$ cat src/rtl/matrix_transfer_sequencer_pkg.sv
// mpu_pkg: geometry constants plus command and FSM encodings shared by the matrix transfer sequencer.
package mpu_pkg;
  localparam int ELEM_W      = 8;
  localparam int DIM         = 5;
  localparam int WORD_W      = 16;
  localparam int ADDR_W      = 6;
  localparam int MATRIX_BITS = DIM * DIM * ELEM_W;
  localparam int WORDS       = (MATRIX_BITS + WORD_W - 1) / WORD_W;
  // Valid bits in the final word; they sit in the upper part of that word.
  localparam int LAST_W      = MATRIX_BITS - (WORDS - 1) * WORD_W;

  typedef enum logic [1:0] {
    OP_LOAD_A  = 2'd0,
    OP_LOAD_B  = 2'd1,
    OP_STORE_C = 2'd2
  } cmd_op_e;

  typedef enum logic [1:0] {
    ST_IDLE = 2'd0,
    ST_REQ  = 2'd1,
    ST_GAP  = 2'd2,
    ST_DONE = 2'd3
  } state_e;
endpackage

$ cat src/rtl/matrix_transfer_sequencer_word_slice.sv
// Combinational word-k view of a matrix: extract (last word left-aligned, zero padded) and insert.
module matrix_word_slice
  import mpu_pkg::*;
(
  input  logic [MATRIX_BITS-1:0] vec_i,
  input  logic [3:0]             k_i,
  input  logic [WORD_W-1:0]      word_i,
  output logic [WORD_W-1:0]      word_o,
  output logic [MATRIX_BITS-1:0] merged_o
);
  localparam logic [3:0] K_LAST = 4'(WORDS - 1);

  always_comb begin
    word_o   = '0;
    merged_o = vec_i;
    if (k_i == K_LAST) begin
      word_o = {vec_i[MATRIX_BITS-1 -: LAST_W], {(WORD_W - LAST_W){1'b0}}};
      merged_o[MATRIX_BITS-1 -: LAST_W] = word_i[WORD_W-1 -: LAST_W];
    end else if (k_i < K_LAST) begin
      word_o = vec_i[k_i*WORD_W +: WORD_W];
      merged_o[k_i*WORD_W +: WORD_W] = word_i;
    end
  end
endmodule

$ cat src/rtl/matrix_transfer_sequencer.sv
// Moves a whole 200-bit matrix to/from 13 memory words, one MMU start/done handshake per word plus a gap cycle.
// Commands only accepted in IDLE (no queueing); STORE_C exists only with MATRIX_SEQ_STORE_EN defined.
module matrix_transfer_sequencer
  import mpu_pkg::*;
(
  input  logic                   clock,
  input  logic                   reset_n,
  input  logic                   cmd_valid,
  output logic                   cmd_ready,
  input  logic [1:0]             cmd_op,
  input  logic [ADDR_W-1:0]      cmd_base,
  output logic                   mem_start,
  output logic                   mem_write_enabled,
  output logic [ADDR_W-1:0]      mem_address,
  output logic [WORD_W-1:0]      mem_data_in,
  input  logic [WORD_W-1:0]      mem_data_out,
  input  logic                   mem_done,
  input  logic [MATRIX_BITS-1:0] matrix_c,
  output logic [MATRIX_BITS-1:0] matrix_a,
  output logic [MATRIX_BITS-1:0] matrix_b,
  output logic                   busy,
  output logic                   done,
  output logic                   err
);
  localparam logic [1:0] S_IDLE = ST_IDLE;
  localparam logic [1:0] S_REQ  = ST_REQ;
  localparam logic [1:0] S_GAP  = ST_GAP;
  localparam logic [1:0] S_DONE = ST_DONE;
  localparam logic [3:0] K_LAST = 4'(WORDS - 1);

  logic [1:0]             state_q, state_d;
  logic [1:0]             op_q, op_d;
  logic [ADDR_W-1:0]      base_q, base_d;
  logic [3:0]             k_q, k_d;
  logic [MATRIX_BITS-1:0] a_q, a_d, b_q, b_d;
  logic                   err_q, err_d;
  logic                   op_legal;
  logic [MATRIX_BITS-1:0] slice_vec, merged;
  logic [WORD_W-1:0]      store_word;

`ifdef MATRIX_SEQ_STORE_EN
  logic [MATRIX_BITS-1:0] shadow_q, shadow_d;

  assign op_legal  = (cmd_op == OP_LOAD_A) || (cmd_op == OP_LOAD_B) || (cmd_op == OP_STORE_C);
  assign slice_vec = (op_q == OP_STORE_C) ? shadow_q : ((op_q == OP_LOAD_B) ? b_q : a_q);
  assign shadow_d  = (cmd_valid && (state_q == S_IDLE) && (cmd_op == OP_STORE_C)) ? matrix_c : shadow_q;
  assign mem_write_enabled = (state_q == S_REQ) && (op_q == OP_STORE_C);
  assign mem_data_in       = store_word;

  always_ff @(posedge clock or negedge reset_n) begin
    if (!reset_n) shadow_q <= '0;
    else          shadow_q <= shadow_d;
  end
`else
  logic unused_store_word;

  assign op_legal  = (cmd_op == OP_LOAD_A) || (cmd_op == OP_LOAD_B);
  assign slice_vec = (op_q == OP_LOAD_B) ? b_q : a_q;
  assign mem_write_enabled = 1'b0;
  assign mem_data_in       = '0;
  // Extract path has no consumer when stores are compiled out.
  assign unused_store_word = ^store_word;
`endif

  matrix_word_slice u_slice (
    .vec_i    (slice_vec),
    .k_i      (k_q),
    .word_i   (mem_data_out),
    .word_o   (store_word),
    .merged_o (merged)
  );

  always_comb begin
    state_d = state_q;
    op_d    = op_q;
    base_d  = base_q;
    k_d     = k_q;
    a_d     = a_q;
    b_d     = b_q;
    err_d   = 1'b0;
    case (state_q)
      S_IDLE: begin
        if (cmd_valid) begin
          if (op_legal) begin
            state_d = S_REQ;
            op_d    = cmd_op;
            base_d  = cmd_base;
            k_d     = '0;
          end else begin
            err_d = 1'b1;
          end
        end
      end
      S_REQ: begin
        if (mem_done) begin
          if (op_q == OP_LOAD_A)      a_d = merged;
          else if (op_q == OP_LOAD_B) b_d = merged;
          state_d = S_GAP;
        end
      end
      S_GAP: begin
        if (k_q == K_LAST) begin
          state_d = S_DONE;
        end else begin
          k_d     = k_q + 4'd1;
          state_d = S_REQ;
        end
      end
      default: state_d = S_IDLE;
    endcase
  end

  always_ff @(posedge clock or negedge reset_n) begin
    if (!reset_n) begin
      state_q <= S_IDLE;
      op_q    <= '0;
      base_q  <= '0;
      k_q     <= '0;
      a_q     <= '0;
      b_q     <= '0;
      err_q   <= 1'b0;
    end else begin
      state_q <= state_d;
      op_q    <= op_d;
      base_q  <= base_d;
      k_q     <= k_d;
      a_q     <= a_d;
      b_q     <= b_d;
      err_q   <= err_d;
    end
  end

  // Address wraps modulo 64 through the natural ADDR_W-bit add.
  assign mem_address = base_q + ADDR_W'(k_q);
  assign mem_start   = (state_q == S_REQ);
  assign cmd_ready   = (state_q == S_IDLE);
  assign busy        = (state_q != S_IDLE);
  assign done        = (state_q == S_DONE);
  assign err         = err_q;
  assign matrix_a    = a_q;
  assign matrix_b    = b_q;
endmodule

$ cat config.mk
export PLATFORM = sky130hd
export DESIGN_NAME = matrix_transfer_sequencer
export DESIGN_NICKNAME = d
export VERILOG_FILES = /design/src/rtl/matrix_transfer_sequencer_pkg.sv /design/src/rtl/matrix_transfer_sequencer_word_slice.sv /design/src/rtl/matrix_transfer_sequencer.sv
export SDC_FILE = /design/constraint.sdc
export NUM_CORES = 1
export LEC_CHECK = 0
export CORE_AREA = 4 4 252 254
export CTS_BUF_LIST = sky130_fd_sc_hd__clkbuf_4 sky130_fd_sc_hd__clkbuf_8 sky130_fd_sc_hd__clkbuf_16
export CTS_CLUSTER_SIZE = 14
export DETAILED_ROUTE_END_ITERATION = 10
export DIE_AREA = 0 0 256 258
export PLACE_DENSITY = 0.54
export SKIP_LAST_GASP = 1
export SLEW_MARGIN = 20
export SYNTH_ARGS = -nofsm -noshare
export SYNTH_HDL_FRONTEND = slang
export SYNTH_SLANG_ARGS = --single-unit
$ cat constraint.sdc
create_clock -name clock -period 5.1 [get_ports clock]
set_clock_uncertainty 0.2 [all_clocks]
set_input_delay 0.765 -clock clock [delete_from_list [all_inputs] [get_ports clock]]
set_output_delay 0.765 -clock clock [all_outputs]
set_load 0.05 [all_outputs]
==> results of run 1 <==
area by class of cell:
type	instances	area [um^2]	share of cell area (%)
Sequential cell	415	10400	42.9
Clock inverter	13	229	0.946
Timing Repair Buffer	484	4770	19.7
Multi-Input combinational cell	655	6360	26.3
Clock buffer	70	1400	5.78
Inverter	12	45.0	0.186
Tap cell	790	988	4.08
Antenna cell	5	12.5	0.0517
where the power goes:
group          leakage [nW]  total [mW]  switching (mW)  internal (mW)
registers              5.70        3.80           0.227           3.57
clock network         0.816        3.56            1.36           2.20
logic                  4.81        3.74            2.61           1.14
total                  11.3        11.1            4.19           6.91
placed cells by master, fill, tap and decap left out, drive strengths merged, types with 5 or more instances in the layout:
cell           count
nor3b             18
nor3              12
dfrtp            415
and2              26
or3                9
o211ai             9
a21oi              9
buf               46
nand3             14
a41oi             12
bufinv             6
nor2b             26
clkdlybuf4s50    437
nand2             11
mux2             398
nor2              28
inv               15
ha                 7
o21ai              8
diode              5
and3              17
clkbuf            70
conb              17
cells in the mapped netlist (17+ instances only):
cell,n
nor3b_1,18
nor2_1,27
and3_1,17
nor2b_1,25
buf_2,25
and2_1,26
clkbuf_1,20
dfrtp_1,415
mux2_2,376
mux2_4,20
buf_4,28
logic make-up after synthesis:
kind of cell,share of synthesized area [%]
flip-flops,60.4
multiplexers,26.5
AND/OR/NAND/NOR,6.62
buffers and inverters,3.33
AO/OA/AOI/OAI,2.23
adder cells (fa/ha/maj),0.626
XOR/XNOR,0.255
other,0.0218
per-stage QoR:
| stage | hold WS (ns) | instances |
|---|---|---|
| after floorplan | 0.269 | 1165 |
| after global placement | 0.277 | 2355 |
| after detailed placement | 0.285 | 2355 |
| after CTS | 0.303 | 2439 |
| after global routing | 0.313 | 2439 |
| final | 0.297 | 2444 |
registers in the layout, summed over array words and instances (netlist names):
signal	flops
err	1
op_q	2
state_q	2
matrix_a	200
base_q	6
matrix_b	200
k_q	4
worst max-delay path by stage:
stage	start	endpoint	slack, ns	depth (start not counted)
final	k_q[2]	mem_address[5]	0.92	5
after global routing	k_q[2]	mem_address[5]	0.75	5
after CTS	k_q[2]	mem_address[5]	0.87	5
after detailed placement	k_q[1]	matrix_a[45]	1.38	5
after global placement	k_q[0]	matrix_a[77]	1.47	8
after floorplan	k_q[0]	matrix_b[54]	1.78	11
critical path, delay by kind of cell (launching register included):
family / cells / cell delay, ns
compound gates: 2 / 0.38
xor+xnor: 1 / 0.14
fa+ha+maj: 1 / 0.40
buf+inv: 1 / 0.91
flops: 1 / 0.81
routing by layer:
| metal | vias to the layer above | part of all wire, % | global-route usage (%) |
|---|---|---|---|
| li1 | 4990 | - | - |
| met1 | 5886 | 42 | 22.2 |
| met2 | 406 | 47 | 28.7 |
| met3 | 63 | 9.3 | 7.21 |
| met4 | 2 | 1.9 | 3.78 |
| met5 | - | 0.022 | 0 |
==> summary.md, run 1 <==
| Metric | Value |
|---|---|
| Run status | finished, final reports clean |
| Post-DP HPWL | 42000 um |
| Slowest library cell on the worst path | clkdlybuf4s50_1 |
| Critical Path Fanout Max | 20 |
| Filler Cells Inserted | 5778 |
| IO Port Bufs | 438 |
| Main synth FF type | dfrtp_1 |
| Starting Density | 28.1% |
| Post-layout util | 39.5% |
| Seq/Total Area, Yosys | 60.4% |
| Leak pwr | 11.3 nW |
| Critical path class | flop to primary output |
| Post-DR wirelength/cell | 24.5 um |
| Yosys Warn Count | 0 |
| Final period util | 81.9% |
| First-pass GRT wire length | 87500 um |
| DRC | 0 |
| HP Class | flop to flop |
| Worst-path clk slew | 0.06 ns |
| Setup_tns | 0 ns |
| Setup repair bufs after CTS | 0 |
| VDD IR max | 0.243 mV |
| Initial antenna violation count | 5 |
| Total power | 11.1 mW |
| Resized Gates After CTS | 0 |
| Final worst slack | 0.921 ns |
| CTS Buf Count | 47 |
| Largest net degree at the start of global routing | 129 |
| CTS Hold Bufs | 1 |
| Unrepaired setup endpoints after global routing | no |
| Worst Tran Pin Value | 1.08 ns |
| NumNets Final | 1851 |
| Top-area cell type share of the netlist area | 60.4% |
| Synth area leaders | dfrtp_1, mux2_2, mux2_4, buf_4, and2_1 |
| Core area | 61300 um^2 |
| Placed cell area | 22500 um^2 |
| DRT Wirelength | 59800 um |
| Clk_lat worst skew | 0.57 ns |
| Arr. time, crit path | 3.21 ns |
| Layout cells sized above 1 | 33.8% |
| Post-Place Worst Slack | 1.38 ns |
| R2R Path Start | k_q[1] |
| Post-synth EDFFs | 0 |
| GPL Wtd Cong | 0.741 |
| Reg-to-reg slack, setup | 1.42 ns |
| Synthesized area | 17200 um^2 |
| Slew Viols, Final | 0 |
| Cell Rows | 91 |
| Vias per std cell | 4.64 |
| CP Cell Sequence | ha_1 -> a21oi_1 -> o21ai_0 -> xor2_1 -> clkdlybuf4s50_1 |
| Rel. slew slack | 28.1% |
| Startpoint Class | flop |
| Final Hold Viols | 0 |
| Yosys cell types | 54 |
| Layout area overhead | 40.7% |
| R2r endpoint | matrix_a[46] |
| Remaining Overflow, GRT | 0 |
| Slowest stage delay, CP | 0.91 ns |
| Root buf cell | clkbuf_16 |
| H-tree levels | 2 |
| DRT iter0 DRCs | 515 |
| Tot GR Track Use | 17.6% |
| Die X | 256 um |
| Hold EP | matrix_b[71] |
| Synthesized area per cell | 15.0 um^2 |
| Total clock sinks | 415 |
| Design area | 24200 um^2 |
| Power per Cell Area | 459 nW/um^2 |
| Yosys top cell by area | dfrtp_1 |
| CP Data Required Time | 4.14 ns |
| R2R depth | 5 |
| Post-Synthesis Cells | 1149 |
| CTS tree | built |
| Hold path startpoint | matrix_b[71] |
| # IOs | 656 |
| Final setup fails | 0 |
| Hold path cells | 1 |
| Total of max-cap violations | 0 |
| DR vias | 11.3k |
| Vias in the first global route | 12.5k |
| Final ANT Viol Nets | 0 |
| Die Span Y | 258 um |
| Post-layout min period | 4.18 ns |
| Pre-antenna DRT Iters | 4 |
| Synthesis-stage register bit count | 415 |
| Asr flop ratio synth | 100% |
| Die area | 66000 um^2 |
| FMAX | 239 MHz |
| Clk buf depth | 3 |
| Setup crit end kind | primary output |
(Power assumes the default switching activity.)
==> run 2, diff against run 1 <==
- CORE_AREA: 4 4 252 254 -> 4 4 256 258
- DIE_AREA: 0 0 256 258 -> 0 0 260 262
- PLACE_DENSITY: 0.54 -> 0.53
- clock period: 5.1 -> 4.04 ns (I/O delays scaled with it)
==> run 2 against run 1 <==
Net effect:
- cell count increased by 2.9%
- non-clock buffer count increased by 21
- critical endpoint is now mem_address[3]
- combinational power increased by 30%
- design area increased by 0.66%
- clock power increased by 21%
- worst setup slack got worse by 0.56 ns
- hold slack got worse by 0.0024 ns
- utilization decreased by 0.82 points
- routed wire length increased by 1.5%
==> summary.md, run 2 (synthesis results as in run 1) <==
| Metric | Value |
|---|---|
| Final setup fails | 0 |
| Clk buf depth | 3 |
| Vias in the first global route | 12.5k |
| Worst-path clk slew | 0.06 ns |
| Die X | 260 um |
| Switching share of power | 38.2% |
| Clk pwr share | 30.8% |
| Remaining Overflow, GRT | 0 |
| Rel. slew slack | 31.5% |
| CTS tree | built |
| Root buf cell | clkbuf_16 |
| HP Class | flop to flop |
| Finished Layout Cells | 2516 |
| Power per Cell Area | 571 nW/um^2 |
| Comb power frac | 34.8% |
| Startpoint Class | flop |
| NumNets Final | 1872 |
| Unrepaired setup endpoints after global routing | no |
| Post-DP HPWL | 42900 um |
| Number of cells on the critical path | 5 |
| Post-layout min period | 3.68 ns |
| Layout area overhead | 41.7% |
| CP bufs+invs | 1 |
| Setup_tns | 0 ns |
| Cell Rows | 92 |
| Layout cells sized above 1 | 34.6% |
| Critical Path Fanout Max | 9 |
| Worst Tran Pin Value | 1.03 ns |
| DP Cell Count | 2432 |
| Starting Density | 27.3% |
| Final ANT Viol Nets | 0 |
| Switching power | 5.31 mW |
| R2r endpoint | matrix_a[169] |
| Most frequent cells in the layout | clkdlybuf4s50_1, dfrtp_1, mux2_2 |
| Total of max-cap violations | 0 |
| DRT iter0 DRCs | 636 |
| Initial antenna violation count | 5 |
| # IOs | 656 |
| IO Port Bufs | 438 |
| Largest net degree at the start of global routing | 81 |
| Leak pwr | 11.4 nW |
| Arr. time, crit path | 2.87 ns |
| Vias per std cell | 4.55 |
| Die area | 68100 um^2 |
| Most common cell after layout, fill and taps aside | clkdlybuf4s50_1 |
| Storage element area | 10400 um^2 |
| Setup crit end kind | primary output |
| Placed cell area | 22800 um^2 |
| DR vias | 11.5k |
| Crit. Startpoint | k_q[1] |
| Slew Viols, Final | 0 |
| CP Cell Sequence | ha_1 -> a21o_1 -> a21oi_1 -> xnor2_1 -> clkdlybuf4s50_1 |
| Tot GR Track Use | 17.5% |
| CP endpoint | mem_address[3] |
| FMAX | 272 MHz |
| Slowest stage delay, CP | 0.88 ns |
| Multi-input logic area | 6350 um^2 |
| First-pass GRT wire length | 88300 um |
| VDD IR max | 0.298 mV |
| Resized Gates After CTS | 0 |
| Reg-to-reg slack, setup | 0.47 ns |
| Design area | 24400 um^2 |
| Critical path class | flop to primary output |
| Post-DR wirelength/cell | 24.1 um |
| GPL Wtd Cong | 0.772 |
| Die Span Y | 262 um |
| Total clock sinks | 415 |
| CTS Buf Count | 47 |
| Filler Cells Inserted | 6078 |
| R2R depth | 6 |
| Worst path top cell family by delay | buffers and inverters |
| Reg power frac | 34.4% |
| R2R Path Start | k_q[1] |
| P_int | 8.60 mW |
| CP Data Required Time | 3.23 ns |
| Pre-antenna DRT Iters | 5 |
| DRT Wirelength | 60700 um |
| Run status | finished, final reports clean |
| Final period util | 91.1% |
| Final Hold Viols | 0 |
| Clk_lat worst skew | 0.57 ns |
| H-tree levels | 2 |
| Slowest library cell on the worst path | clkdlybuf4s50_1 |
| DRC | 0 |
| Core area | 63000 um^2 |
run 2: changes by cell type in the layout (fill, tap and decap cells not counted), sizes merged:
cell,previous run,this run
diode,5,1
buf,46,70
clkinvlp,1,0
clkdlybuf4s50,437,434
bufinv,6,1
clkbuf,70,73
clkinv,3,8
inv,15,12
run 2: worst min path at each step:
stage	slack, ns	startpoint	to	depth (start not counted)
floorplan	0.11	reset_n	base_q[0]	0
global placement	0.28	matrix_b[71]	matrix_b[71]	1
detailed placement	0.28	matrix_b[71]	matrix_b[71]	1
CTS	0.30	matrix_a[77]	matrix_a[77]	1
global route	0.31	matrix_b[9]	matrix_b[9]	1
finish	0.29	matrix_a[77]	matrix_a[77]	1
run 2: metrics by stage:
| stage | worst slack (ns) | hold slack (ns) | utilization (%) | total power, mW |
|---|---|---|---|---|
| 5_1_grt | 0.221 | 0.312 | 38.7 | 14.6 |
| 3_5_place_dp | 0.421 | 0.285 | 36.2 | 9.76 |
| 4_1_cts | 0.302 | 0.303 | 38.7 | 14.1 |
| 3_3_place_gp | 0.474 | 0.279 | 36.2 | 9.69 |
| 6_report | 0.359 | 0.295 | 38.7 | 13.9 |
| 2_1_floorplan | 0.717 | 0.110 | - | 7.73 |
run 2: layout make-up:
cell class / instances / area share [%]
multi-input combinational: 655 / 26.1
antenna: 1 / 0.0103
clock buffer: 73 / 6.11
clock inverter: 9 / 0.303
sequential: 415 / 42.6
timing repair buffer: 505 / 20.3
inverter: 12 / 0.185
tap: 846 / 4.35
run 2: per-layer routing:
metal / vias to the layer above / GRT usage [%] / wire [um]
li1: 5011 / - / -
met1: 5963 / 22.3 / 25500
met2: 413 / 28.1 / 28000
met3: 70 / 6.90 / 5890
met4: 2 / 3.90 / 1210
met5: - / 0 / 7
run 2: power groups by stage:
stage | Combinational, mW | Clock, mW | Sequential [mW]
global placement | 4.86 | 0 | 4.84
CTS | 4.92 | 4.42 | 4.78
global route | 5.14 | 4.61 | 4.83
detailed placement | 4.90 | 0 | 4.86
finish | 4.85 | 4.29 | 4.78
floorplan | 1.93 | 0 | 5.80
run 2: repair_timing:
item	4_1_cts	5_1_grt
setup buffers	0	0
hold buffers	1	0
endpoints found under the hold margin	67	0
